--- config.mk ---
export PLATFORM = sky130hd
export DESIGN_NAME = mdu_seq_flat
export DESIGN_NICKNAME = d
export VERILOG_FILES = /design/src/rtl/mdu_pkg.sv /design/src/rtl/mdu_if.sv /design/src/rtl/mdu_step.sv /design/src/rtl/mdu_seq.sv /design/src/flat_wrapper.sv
export SDC_FILE = /design/constraint.sdc
export NUM_CORES = 1
export LEC_CHECK = 0
export CORE_MARGIN = 8
export CORE_UTILIZATION = 60
export CTS_CLUSTER_SIZE = 40
export DETAILED_ROUTE_END_ITERATION = 6
export GPL_TIMING_DRIVEN = 0
export PLACE_DENSITY = 0.85
export REMOVE_ABC_BUFFERS = 1
export SYNTH_ARGS = -nofsm -noshare
export SYNTH_HDL_FRONTEND = slang
export SYNTH_SLANG_ARGS = --single-unit
--- constraint.sdc ---
create_clock -name clk -period 7.2 [get_ports clk]
set_input_delay 1.44 -clock clk [delete_from_list [all_inputs] [get_ports clk]]
set_output_delay 1.44 -clock clk [all_outputs]
set_load 0.01 [all_outputs]
--- src/rtl/mdu_pkg.sv ---
`default_nettype none
// ============================================================================
// Module  : mdu_pkg
// Desc    : Shared opcodes, FSM states and step-mode constants for the MDU.
// Rev     : 1.0  initial release
// ============================================================================
package mdu_pkg;

   localparam int MDU_OP_W = 3;

   typedef enum logic [MDU_OP_W-1:0] {
      MDU_MULT  = 3'b000,
      MDU_MULTU = 3'b001,
      MDU_DIV   = 3'b010,
      MDU_DIVU  = 3'b011,
      MDU_MTHI  = 3'b100,
      MDU_MTLO  = 3'b101
   } mdu_op_e;

   typedef enum logic [1:0] {
      ST_IDLE = 2'd0,
      ST_RUN  = 2'd1,
      ST_FIX  = 2'd2
   } mdu_state_e;

   localparam logic MODE_MUL = 1'b0;
   localparam logic MODE_DIV = 1'b1;

endpackage
`default_nettype wire

--- src/rtl/mdu_if.sv ---
`default_nettype none
// ============================================================================
// Module  : mdu_if
// Desc    : Request/result bundle between the EX stage and the MDU.
// Rev     : 1.0  initial release
// ============================================================================
interface mdu_if import mdu_pkg::*; #(parameter int WIDTH = 32) ();

   logic                start;
   logic [MDU_OP_W-1:0] op;
   logic [WIDTH-1:0]    a;
   logic [WIDTH-1:0]    b;
   logic                flush;
   logic                busy;
   logic                done;
   logic                dz;
   logic [WIDTH-1:0]    hi;
   logic [WIDTH-1:0]    lo;

   modport master (
      output start, op, a, b, flush,
      input  busy, done, dz, hi, lo
   );

   modport slave (
      input  start, op, a, b, flush,
      output busy, done, dz, hi, lo
   );

endinterface
`default_nettype wire

--- src/rtl/mdu_step.sv ---
`default_nettype none
// ============================================================================
// Module  : mdu_step
// Desc    : One shift-add (mult) or restoring-subtract (div) iteration.
//           Divider half present only when MDU_DIV_EN is defined.
// Rev     : 1.0  initial release
// ============================================================================
module mdu_step import mdu_pkg::*; #(
   parameter int WIDTH = 32
) (
   input  logic             i_mode,
   input  logic [WIDTH-1:0] i_part,
   input  logic [WIDTH-1:0] i_opnd,
   input  logic             i_bit,
   output logic [WIDTH-1:0] o_part_nxt,
   output logic             o_bit
);

   logic [WIDTH:0] w_sum;
`ifdef MDU_DIV_EN
   logic [WIDTH:0] w_shift;
   logic [WIDTH:0] w_diff;
`endif

   always_comb begin
      // mult: i_bit is the multiplier LSB, o_bit drops into the low product half
      w_sum      = {1'b0, i_part} + (i_bit ? {1'b0, i_opnd} : '0);
      o_part_nxt = w_sum[WIDTH:1];
      o_bit      = w_sum[0];
`ifdef MDU_DIV_EN
      w_shift    = {i_part, i_bit};
      w_diff     = w_shift - {1'b0, i_opnd};
`endif
      if (i_mode == MODE_DIV) begin
`ifdef MDU_DIV_EN
         // borrow out of the top bit means the divisor did not fit
         if (!w_diff[WIDTH]) begin
            o_part_nxt = w_diff[WIDTH-1:0];
            o_bit      = 1'b1;
         end else begin
            o_part_nxt = w_shift[WIDTH-1:0];
            o_bit      = 1'b0;
         end
`else
         o_part_nxt = i_part;
         o_bit      = 1'b0;
`endif
      end
   end

endmodule
`default_nettype wire

--- src/rtl/mdu_seq.sv ---
`default_nettype none
// ============================================================================
// Module  : mdu_seq
// Desc    : Iterative one-bit-per-cycle multiply/divide unit with HI/LO.
//           Define MDU_DIV_EN to include DIV/DIVU; otherwise they are no-ops.
// Rev     : 1.0  initial release
// ============================================================================
module mdu_seq import mdu_pkg::*; #(
   parameter int WIDTH = 32
) (
   input  logic clk,
   input  logic reset_n,
   mdu_if.slave bus
);

   localparam int               CNT_W      = $clog2(WIDTH + 1);
   localparam logic [CNT_W-1:0] C_CNT_INIT = CNT_W'(WIDTH);
   localparam logic [CNT_W-1:0] C_CNT_LAST = CNT_W'(1);

   mdu_state_e         r_state;
   mdu_state_e         w_state_nxt;
   logic [CNT_W-1:0]   r_cnt;
   logic [WIDTH-1:0]   r_part;
   logic [WIDTH-1:0]   r_shreg;
   logic [WIDTH-1:0]   r_opnd;
   logic [WIDTH-1:0]   r_hi;
   logic [WIDTH-1:0]   r_lo;
   logic               r_neg_res;
   logic               r_done;

   logic               w_accept;
   logic               w_wr_hi;
   logic               w_wr_lo;
   logic               w_step;
   logic               w_fix;
   logic               w_mode;
   logic               w_in_bit;
   logic               w_out_bit;
   logic [WIDTH-1:0]   w_part_nxt;
   logic               w_signed;
   logic               w_a_neg;
   logic               w_b_neg;
   logic [WIDTH-1:0]   w_a_mag;
   logic [WIDTH-1:0]   w_b_mag;
   logic [2*WIDTH-1:0] w_prod;
   logic [WIDTH-1:0]   w_res_hi;
   logic [WIDTH-1:0]   w_res_lo;

`ifdef MDU_DIV_EN
   logic               r_is_div;
   logic               r_neg_rem;
   logic               r_bzero;
   logic               r_dz;
   logic               w_is_div_op;

   assign w_is_div_op = (bus.op == MDU_DIV) || (bus.op == MDU_DIVU);
   assign w_mode      = r_is_div;
   assign bus.dz      = r_dz;
`else
   assign w_mode      = MODE_MUL;
   assign bus.dz      = 1'b0;
`endif

   assign w_signed = (bus.op == MDU_MULT) || (bus.op == MDU_DIV);
   assign w_a_neg  = w_signed & bus.a[WIDTH-1];
   assign w_b_neg  = w_signed & bus.b[WIDTH-1];
   assign w_a_mag  = w_a_neg ? -bus.a : bus.a;
   assign w_b_mag  = w_b_neg ? -bus.b : bus.b;
   assign w_in_bit = (w_mode == MODE_DIV) ? r_shreg[WIDTH-1] : r_shreg[0];

   mdu_step #(.WIDTH(WIDTH)) u_step (
      .i_mode     (w_mode),
      .i_part     (r_part),
      .i_opnd     (r_opnd),
      .i_bit      (w_in_bit),
      .o_part_nxt (w_part_nxt),
      .o_bit      (w_out_bit)
   );

   always_ff @(posedge clk or negedge reset_n) begin
      if (!reset_n) r_state <= ST_IDLE;
      else          r_state <= w_state_nxt;
   end

   always_comb begin
      w_state_nxt = r_state;
      w_accept    = 1'b0;
      w_wr_hi     = 1'b0;
      w_wr_lo     = 1'b0;
      w_step      = 1'b0;
      w_fix       = 1'b0;
      case (r_state)
         ST_IDLE: begin
            // flush blocks every kind of acceptance on the same edge
            if (bus.start && !bus.flush) begin
               case (bus.op)
                  MDU_MULT, MDU_MULTU: begin
                     w_accept    = 1'b1;
                     w_state_nxt = ST_RUN;
                  end
                  MDU_DIV, MDU_DIVU: begin
`ifdef MDU_DIV_EN
                     w_accept    = 1'b1;
                     w_state_nxt = ST_RUN;
`endif
                  end
                  MDU_MTHI: w_wr_hi = 1'b1;
                  MDU_MTLO: w_wr_lo = 1'b1;
                  default:  ;
               endcase
            end
         end
         ST_RUN: begin
            if (bus.flush) begin
               w_state_nxt = ST_IDLE;
            end else begin
               w_step = 1'b1;
               if (r_cnt == C_CNT_LAST) w_state_nxt = ST_FIX;
            end
         end
         ST_FIX: begin
            w_state_nxt = ST_IDLE;
            w_fix       = !bus.flush;
         end
         default: w_state_nxt = ST_IDLE;
      endcase
   end

   always_comb begin
      w_prod   = r_neg_res ? -{r_part, r_shreg} : {r_part, r_shreg};
      w_res_hi = w_prod[2*WIDTH-1:WIDTH];
      w_res_lo = w_prod[WIDTH-1:0];
`ifdef MDU_DIV_EN
      // on /0 the remainder walks the whole dividend, so re-signing it restores a
      if (r_is_div) begin
         w_res_hi = r_neg_rem ? -r_part : r_part;
         w_res_lo = r_bzero ? '1 : (r_neg_res ? -r_shreg : r_shreg);
      end
`endif
   end

   always_ff @(posedge clk or negedge reset_n) begin
      if (!reset_n) begin
         r_cnt     <= '0;
         r_part    <= '0;
         r_shreg   <= '0;
         r_opnd    <= '0;
         r_hi      <= '0;
         r_lo      <= '0;
         r_neg_res <= 1'b0;
         r_done    <= 1'b0;
`ifdef MDU_DIV_EN
         r_is_div  <= 1'b0;
         r_neg_rem <= 1'b0;
         r_bzero   <= 1'b0;
         r_dz      <= 1'b0;
`endif
      end else begin
         r_done <= 1'b0;
         if (w_accept) begin
            r_cnt     <= C_CNT_INIT;
            r_part    <= '0;
            r_neg_res <= w_a_neg ^ w_b_neg;
`ifdef MDU_DIV_EN
            r_dz      <= 1'b0;
            r_is_div  <= w_is_div_op;
            r_neg_rem <= w_a_neg;
            r_bzero   <= (bus.b == '0);
            r_shreg   <= w_is_div_op ? w_a_mag : w_b_mag;
            r_opnd    <= w_is_div_op ? w_b_mag : w_a_mag;
`else
            r_shreg   <= w_b_mag;
            r_opnd    <= w_a_mag;
`endif
         end else if (w_step) begin
            r_cnt   <= r_cnt - C_CNT_LAST;
            r_part  <= w_part_nxt;
            r_shreg <= (w_mode == MODE_DIV) ? {r_shreg[WIDTH-2:0], w_out_bit}
                                            : {w_out_bit, r_shreg[WIDTH-1:1]};
         end
         if (w_wr_hi) r_hi <= bus.a;
         if (w_wr_lo) r_lo <= bus.a;
         if (w_fix) begin
            r_hi   <= w_res_hi;
            r_lo   <= w_res_lo;
            r_done <= 1'b1;
`ifdef MDU_DIV_EN
            r_dz   <= r_is_div & r_bzero;
`endif
         end
      end
   end

   assign bus.busy = (r_state != ST_IDLE);
   assign bus.done = r_done;
   assign bus.hi   = r_hi;
   assign bus.lo   = r_lo;

endmodule
`default_nettype wire

--- src/flat_wrapper.sv ---
// flat-port wrapper written by rule: the top's interface ports become plain ports
module mdu_seq_flat import mdu_pkg::*;
#(
   parameter int WIDTH = 32
)
  (clk, reset_n, bus_start, bus_op, bus_a, bus_b, bus_flush, bus_busy, bus_done, bus_dz, bus_hi, bus_lo);
  mdu_if #(.WIDTH(WIDTH)) bus_i ();
  input  logic clk;
  input  logic reset_n;
  input wire logic [$bits(bus_i.start)-1:0] bus_start;
  input wire logic [$bits(bus_i.op)-1:0] bus_op;
  input wire logic [$bits(bus_i.a)-1:0] bus_a;
  input wire logic [$bits(bus_i.b)-1:0] bus_b;
  input wire logic [$bits(bus_i.flush)-1:0] bus_flush;
  output wire logic [$bits(bus_i.busy)-1:0] bus_busy;
  output wire logic [$bits(bus_i.done)-1:0] bus_done;
  output wire logic [$bits(bus_i.dz)-1:0] bus_dz;
  output wire logic [$bits(bus_i.hi)-1:0] bus_hi;
  output wire logic [$bits(bus_i.lo)-1:0] bus_lo;
  assign bus_i.start = bus_start;
  assign bus_i.op = bus_op;
  assign bus_i.a = bus_a;
  assign bus_i.b = bus_b;
  assign bus_i.flush = bus_flush;
  assign bus_busy = bus_i.busy;
  assign bus_done = bus_i.done;
  assign bus_dz = bus_i.dz;
  assign bus_hi = bus_i.hi;
  assign bus_lo = bus_i.lo;
  mdu_seq #(.WIDTH(WIDTH)) u_core (.clk(clk), .reset_n(reset_n), .bus(bus_i));
endmodule
---- Yosys cells after proc, flatten, opt, wreduce, memory -nomap -nowiden ----
Cells that the tools add are included.
operators by class
  bitwise logic cells ..................... 3
  add/subtract/negate cells ............... 5
  multiplexer cells ....................... 32
  equal/unequal tests ..................... 10
  reductions and logical operators ........ 11
operator list
  operator                                                                  count
  32-bit two-way mux                                                        11
  64-bit two-way mux                                                        1
  32-bit negation                                                           2
  64-bit negation                                                           1
  32-bit by 33-bit adder with 33-bit output                                 1
  1-bit two-way mux                                                         13
  6-bit two-way mux                                                         2
  2-bit two-way mux                                                         4
  2-bit nonzero test                                                        4
  3-bit == test (second input constant)                                     2
  6-bit by 1-bit == test with 1-bit output (second input constant)          1
  6-bit by 1-bit subtractor with 6-bit output (second input constant)       1
  2-bit one-hot mux with 2 select lines                                     1
  3-bit by 1-bit == test with 1-bit output (second input constant)          1
  3-bit by 2-bit == test with 1-bit output (second input constant)          1
  3-bit zero test                                                           1
  3-bit by 2-bit inequality test with 1-bit output (second input constant)  1
  3-bit AND reduction                                                       1
  1-bit bitwise AND                                                         2
  2-bit by 1-bit == test with 1-bit output (second input constant)          1
  2-bit == test (second input constant)                                     1
  2-bit zero test                                                           1
  2-bit by 1-bit inequality test with 1-bit output (second input constant)  1
  2-bit inequality test (second input constant)                             1
  other kinds (5)                                                           5
word-level totals
  output and inout port bits .............. 67
  logic and storage cells ................. 70
  flip-flop bits (word level) ............. 170
  bits of input ports ..................... 71

---- Logic depth before layout (Yosys ltp) ----
  depth in word-level cells ............... 6
  gate-level depth with buffers ........... 12
  depth with buffers taken out ............ 10

---- Hierarchy ----
From an unflattened synthesis, not the netlist that was laid out.
second synthesis, totals
  cells, all modules ...................... 1522
  area total of the unflattened synthesis .. 12398.1 µm²
by module, submodules not included
  module    times used  cells each  seq. area each (µm²)  area an instance (µm²)
  mdu_seq   1           1159        4254.1                9982.1
  mdu_step  1           363         0.0                   2416.1

---- Worst setup path before layout ----
No wires, ideal clock.
  kind .................................... input -> register
  start ................................... input bus_b[12]
  end ..................................... register u_core.r_shreg[29]
  setup time .............................. 0.133 ns
  setup slack ............................. 3.714 ns
  arrival ................................. 3.353 ns
  path buffers ............................ 0
  cell stages on the path ................. 6
  required time ........................... 7.067 ns
  cell sequence ........................... or4_1 > or4_1 > nor3_1 > a31oi_1 > xnor2_1 > o21ai_0
between the ends
  longest elaborated chain between the ends .. 3
ends and longest elaborated chain
  element                 line                text
  start: declaration      flat_wrapper.sv:13  input wire logic [$bits(bus_i.b)-1:0] bus_b;
  32-bit negation         mdu_seq.sv:68       assign w_b_mag = w_b_neg ? -bus.b : bus.b;
  32-bit two-way mux      mdu_seq.sv:68
  32-bit two-way mux      mdu_seq.sv:160      if (w_accept) begin
  end signal: assignment  mdu_seq.sv:172      r_shreg <= w_b_mag;
  end signal: assignment  mdu_seq.sv:178      r_shreg <= (w_mode == MODE_DIV) ? {r_shreg[WIDTH-2:0], w_out_bit}
  end: declaration        mdu_seq.sv:24       logic [WIDTH-1:0] r_shreg;
No other way between the ends.
A chain may end at the register's enable or synchronous reset.

---- Final worst setup path ----
  start ................................... input bus_flush
  end ..................................... register u_core.r_shreg[15]
between the ends
  longest elaborated chain between the ends .. 5
  elaborated cells between the ends (all ways) .. 8
  classes of those cells .................. 5 x mux; 3 x reduce/logical
ends and longest elaborated chain
  element                                                   line                text
  start: declaration                                        flat_wrapper.sv:14  input wire logic [$bits(bus_i.flush)-1:0] bus_flush;
  1-bit zero test                                           mdu_seq.sv:95       if (bus.start && !bus.flush) begin
  1-bit logical AND                                         mdu_seq.sv:95
  1-bit two-way mux                                         mdu_seq.sv:95
  1-bit two-way mux                                         mdu_seq.sv:92       case (r_state)
  32-bit two-way mux or 2-bit nonzero test (tied branches)  --
Several ways; a longest one is shown, not always the timed one.

==> flow_results.xml <==
<?xml version="1.0" encoding="UTF-8"?>
<metrics>
  <group name="outcome">
    <metric name="run_status" unit="">finished, final reports clean</metric>
  </group>
  <group name="flow_run">
    <metric name="max_cap_violations" unit="">0</metric>
  </group>
  <group name="pwr">
    <metric name="power.density_cell_area" unit="mW/mm^2">303</metric>
    <metric name="leakagePower" unit="uW">0.00580</metric>
    <metric name="irDropWorstVdd" unit="mV">0.164</metric>
    <metric name="power.total" unit="uW">4200</metric>
  </group>
  <group name="drt">
    <metric name="drcViolationCount" unit="">0</metric>
    <metric name="detail-route-antenna-nets" unit="">0</metric>
    <metric name="dr.pass1.iters" unit="">6</metric>
    <metric name="wl" unit="um">35600</metric>
    <metric name="detail_route.wl_per_cell" unit="um">20.4</metric>
    <metric name="detail_route.vias_per_cell" unit="">6.38</metric>
    <metric name="drt_iter0_drc" unit="">1182</metric>
    <metric name="route.vias.total" unit="">11100</metric>
  </group>
  <group name="critical_path">
    <metric name="cpPeakStageDelay" unit="ns">1.05</metric>
    <metric name="critical_path.reg2reg.endpoint" unit="">u_core.r_part[30]</metric>
    <metric name="critical_path.startpoint" unit="">bus_flush</metric>
    <metric name="crit_buf_inv" unit="">2</metric>
    <metric name="setup.worst_path.start_class" unit="">primary input</metric>
    <metric name="reg2reg_setup_slack" unit="ns">3.18</metric>
    <metric name="critPathMaxFanout" unit="">31</metric>
    <metric name="arrival" unit="ns">4.71</metric>
    <metric name="cp-endpoint" unit="">u_core.r_shreg[15]</metric>
    <metric name="critPathRequiredTime" unit="ns">7.51</metric>
    <metric name="crit_path_top_delay_cell" unit="">sky130_fd_sc_hd__nor2b_1</metric>
    <metric name="critical_path_cell_count" unit="">7</metric>
    <metric name="worstSetupPathType" unit="">primary input to flip-flop</metric>
    <metric name="timing.rr.start" unit="">u_core.r_shreg[0]</metric>
    <metric name="r2r_cells" unit="">8</metric>
    <metric name="category_of_cells_accounting_for_the_largest_share_of_critical_path_delay" unit="">simple AND/OR/NAND/NOR gates</metric>
    <metric name="path_cells" unit="">clkdlybuf4s50_1 &gt; nor4b_2 &gt; nor2b_1 &gt; nor2_4 &gt; buf_16 &gt; a22oi_1 &gt; o21ai_0</metric>
    <metric name="timing.critical_path.to_type" unit="">flip-flop</metric>
  </group>
  <group name="synth">
    <metric name="synth_edf_count" unit="">0</metric>
    <metric name="synth_top_area_frac" unit="">0.364</metric>
    <metric name="synthesis.instances" unit="">1388</metric>
    <metric name="largest_area_contributor_in_the_netlist" unit="">sky130_fd_sc_hd__dfrtp_1</metric>
    <metric name="yosys_register_bits" unit="">170</metric>
    <metric name="yosysWarningCount" unit="">0</metric>
    <metric name="postSynth.asyncResetShare" unit="">1.00</metric>
    <metric name="synth_sequential_area_ratio" unit="">0.364</metric>
    <metric name="synth_top_cells_by_area" unit="">sky130_fd_sc_hd__dfrtp_1 (36%), sky130_fd_sc_hd__o21ai_0 (8.2%), sky130_fd_sc_hd__nand2_1 (6.1%)</metric>
    <metric name="post_synth.cell_area_avg" unit="um^2">8.41</metric>
    <metric name="post_synth_instance_area" unit="mm^2">0.0117</metric>
    <metric name="ys.flop_type" unit="">sky130_fd_sc_hd__dfrtp_1</metric>
    <metric name="ys_types" unit="">66</metric>
    <metric name="synth.cells.most_frequent" unit="">sky130_fd_sc_hd__nand2_1 (191), sky130_fd_sc_hd__o21ai_0 (191), sky130_fd_sc_hd__dfrtp_1 (170), sky130_fd_sc_hd__a21oi_1 (80), sky130_fd_sc_hd__xor2_1 (73)</metric>
  </group>
  <group name="finish">
    <metric name="num_antenna_cells" unit="">0</metric>
    <metric name="postLayoutCoreUtil" unit="">0.720</metric>
    <metric name="layout.filler_cells" unit="">1470</metric>
    <metric name="layout.area.seq" unit="mm^2">0.00426</metric>
    <metric name="nNetsFinal" unit="">1577</metric>
    <metric name="synth_to_final_area_change" unit="%">18.8</metric>
    <metric name="multiInputGateArea" unit="mm^2">0.00706</metric>
    <metric name="drive_gt1_frac" unit="">0.0601</metric>
  </group>
  <group name="placed_design">
    <metric name="routabilityCongestion" unit="">0.912</metric>
    <metric name="dp_slack" unit="ns">2.39</metric>
    <metric name="portBuffers" unit="">136</metric>
    <metric name="place.detailed.hpwl" unit="um">25700</metric>
  </group>
  <group name="clock_tree">
    <metric name="h-tree-depth" unit="">4</metric>
    <metric name="clock_sink_count" unit="">170</metric>
    <metric name="post_cts.resized_instances" unit="">0</metric>
    <metric name="path_clk_slew" unit="ns">0.07</metric>
    <metric name="postCtsHoldBufs" unit="">0</metric>
    <metric name="post-cts-setup-buffers" unit="">0</metric>
    <metric name="clk_root_buffer_cell" unit="">sky130_fd_sc_hd__clkbuf_16</metric>
    <metric name="worstSkewPairLatency" unit="ns">0.44</metric>
    <metric name="clock_tree.buffer_depth" unit="">2</metric>
    <metric name="cts_buffers" unit="">17</metric>
    <metric name="tritoncts" unit="">done</metric>
  </group>
  <group name="die">
    <metric name="placement_rows" unit="">51</metric>
    <metric name="core_region_area" unit="mm^2">0.0193</metric>
    <metric name="chipHeight" unit="um">156</metric>
    <metric name="initial_core_util" unit="">0.606</metric>
    <metric name="floorplan.die.width" unit="um">156</metric>
    <metric name="pin_count" unit="">138</metric>
    <metric name="dieArea" unit="mm^2">0.0242</metric>
  </group>
  <group name="timing">
    <metric name="final-setup-viol-count" unit="">0</metric>
    <metric name="drv_slew" unit="">0</metric>
    <metric name="grt_setup_unrepaired" unit="">no</metric>
    <metric name="worst_setup_slack_final" unit="ns">2.80</metric>
    <metric name="slew_headroom" unit="">0.166</metric>
    <metric name="fin_crit_sh" unit="">0.611</metric>
    <metric name="timing_worst_slew_pin_value" unit="ns">1.24</metric>
    <metric name="achievable-frequency" unit="GHz">0.227</metric>
    <metric name="hold_violations" unit="">0</metric>
    <metric name="post-route-min-period" unit="ns">4.40</metric>
    <metric name="finClkSkew" unit="ns">0.0136</metric>
  </group>
  <group name="min_path">
    <metric name="min_path_type" unit="">flip-flop to flip-flop</metric>
  </group>
  <group name="global_routing">
    <metric name="global_route_wire_length_before_repair" unit="um">57100</metric>
    <metric name="grtUsageTotal" unit="">0.296</metric>
    <metric name="first_global_vias" unit="">10800</metric>
    <metric name="largest_net_degree_at_the_start_of_global_routing" unit="">90</metric>
    <metric name="antenna_found_initial" unit="">0</metric>
    <metric name="globalRouteOverflowTotal" unit="">0</metric>
  </group>
</metrics>
layout by cell type (no fill, tap or decap), types with 9 or more instances in the layout:
| cell type | Yosys | final |
|---|---|---|
| sky130_fd_sc_hd__a21o_1 | 9 | 9 |
| sky130_fd_sc_hd__a21oi_1 | 80 | 80 |
| sky130_fd_sc_hd__a22oi_1 | 28 | 28 |
| sky130_fd_sc_hd__a31oi_1 | 10 | 10 |
| sky130_fd_sc_hd__and2_1 | 41 | 40 |
| sky130_fd_sc_hd__and3_1 | 13 | 13 |
| sky130_fd_sc_hd__clkbuf_16 | 0 | 17 |
| sky130_fd_sc_hd__clkdlybuf4s50_1 | 0 | 135 |
| sky130_fd_sc_hd__dfrtp_1 | 170 | 169 |
| sky130_fd_sc_hd__ha_1 | 37 | 37 |
| sky130_fd_sc_hd__inv_1 | 23 | 22 |
| sky130_fd_sc_hd__mux2_2 | 29 | 29 |
| sky130_fd_sc_hd__mux2i_1 | 24 | 24 |
| sky130_fd_sc_hd__nand2_1 | 191 | 190 |
| sky130_fd_sc_hd__nand3_1 | 38 | 37 |
| sky130_fd_sc_hd__nand4_1 | 10 | 10 |
| sky130_fd_sc_hd__nor2_1 | 72 | 71 |
| sky130_fd_sc_hd__nor3_1 | 22 | 22 |
| sky130_fd_sc_hd__nor4_1 | 24 | 24 |
| sky130_fd_sc_hd__o21ai_0 | 191 | 191 |
| sky130_fd_sc_hd__o31ai_1 | 29 | 29 |
| sky130_fd_sc_hd__o41ai_1 | 11 | 11 |
| sky130_fd_sc_hd__or3_1 | 16 | 16 |
| sky130_fd_sc_hd__or4_1 | 10 | 10 |
| sky130_fd_sc_hd__xnor2_1 | 68 | 68 |
| sky130_fd_sc_hd__xor2_1 | 73 | 73 |
metal layers:
metal / global-route usage / up-vias / part of all wire
li1: - / 5146 / -
met1: 0.384 / 5355 / 0.41
met2: 0.479 / 531 / 0.47
met3: 0.0441 / 108 / 0.077
met4: 0.141 / 0 / 0.042
met5: 0 / - / 0
kinds of logic (layout without fill, tap and decap cells):
family,Yosys count,after routing,synth area share
compound gates,408,408,0.210
xor+xnor,141,141,0.106
fa+ha+maj,38,38,0.0414
buf+inv,105,197,0.0341
flops,170,170,0.364
mux,53,53,0.0485
other cells,1,1,0.000321
simple gates,472,472,0.196
tightest hold or removal path: stages (launching register included):
cell	delay [ns]
sky130_fd_sc_hd__dfrtp_1	0.34
sky130_fd_sc_hd__nand2_1	0.05
sky130_fd_sc_hd__nand2_1	0.05
flip-flops by register name, indices dropped and copies added, names as in the netlist, 2 cells and up:
name / count
u_core.r_cnt: 6
u_core.r_state: 2
u_core.r_part: 32
u_core.bus.lo: 32
u_core.bus.hi: 32
u_core.r_opnd: 32
u_core.r_shreg: 32
power breakdown:
part	switching, uW	internal [uW]	leakage, uW	total, uW
combinational	898	749	0.00334	1650
sequential	360	1220	0.00216	1580
clock	418	554	0.000294	972
total	1680	2520	0.00580	4200
stage by stage:
| step | TNS (ns) | hold WS, ns | area (um^2) | cells |
|---|---|---|---|---|
| floorplan | 0 | 0.430 | 11400 | 1306 |
| global placement | -393.65 | 0.452 | 13100 | 1707 |
| detailed placement | 0 | 0.459 | 13200 | 1713 |
| CTS | 0 | 0.473 | 13900 | 1744 |
| global route | 0 | 0.479 | 13900 | 1745 |
| finish | 0 | 0.473 | 13900 | 1745 |
worst min path at each step:
stage	slack, ns	cells after the start	startpoint	endpoint
4_1_cts	0.47	2	u_core.r_opnd[31]	u_core.r_opnd[31]
3_5_place_dp	0.46	2	u_core.r_opnd[31]	u_core.r_opnd[31]
5_1_grt	0.48	2	u_core.r_opnd[31]	u_core.r_opnd[31]
6_report	0.47	2	u_core.r_opnd[31]	u_core.r_opnd[31]
3_3_place_gp	0.45	2	u_core.r_opnd[20]	u_core.r_opnd[20]
2_1_floorplan	0.43	2	u_core.r_opnd[31]	u_core.r_opnd[31]
area by class of cell:
cell class	count	share of cell area
Inverter	23	0.00622
Clock buffer	17	0.0307
Tap cell	265	0.0239
Sequential cell	170	0.307
Timing Repair Buffer	143	0.110
Multi-Input combinational cell	1113	0.509
Clock inverter	14	0.0134
No activity file was read; power rests on OpenSTA's default activity.
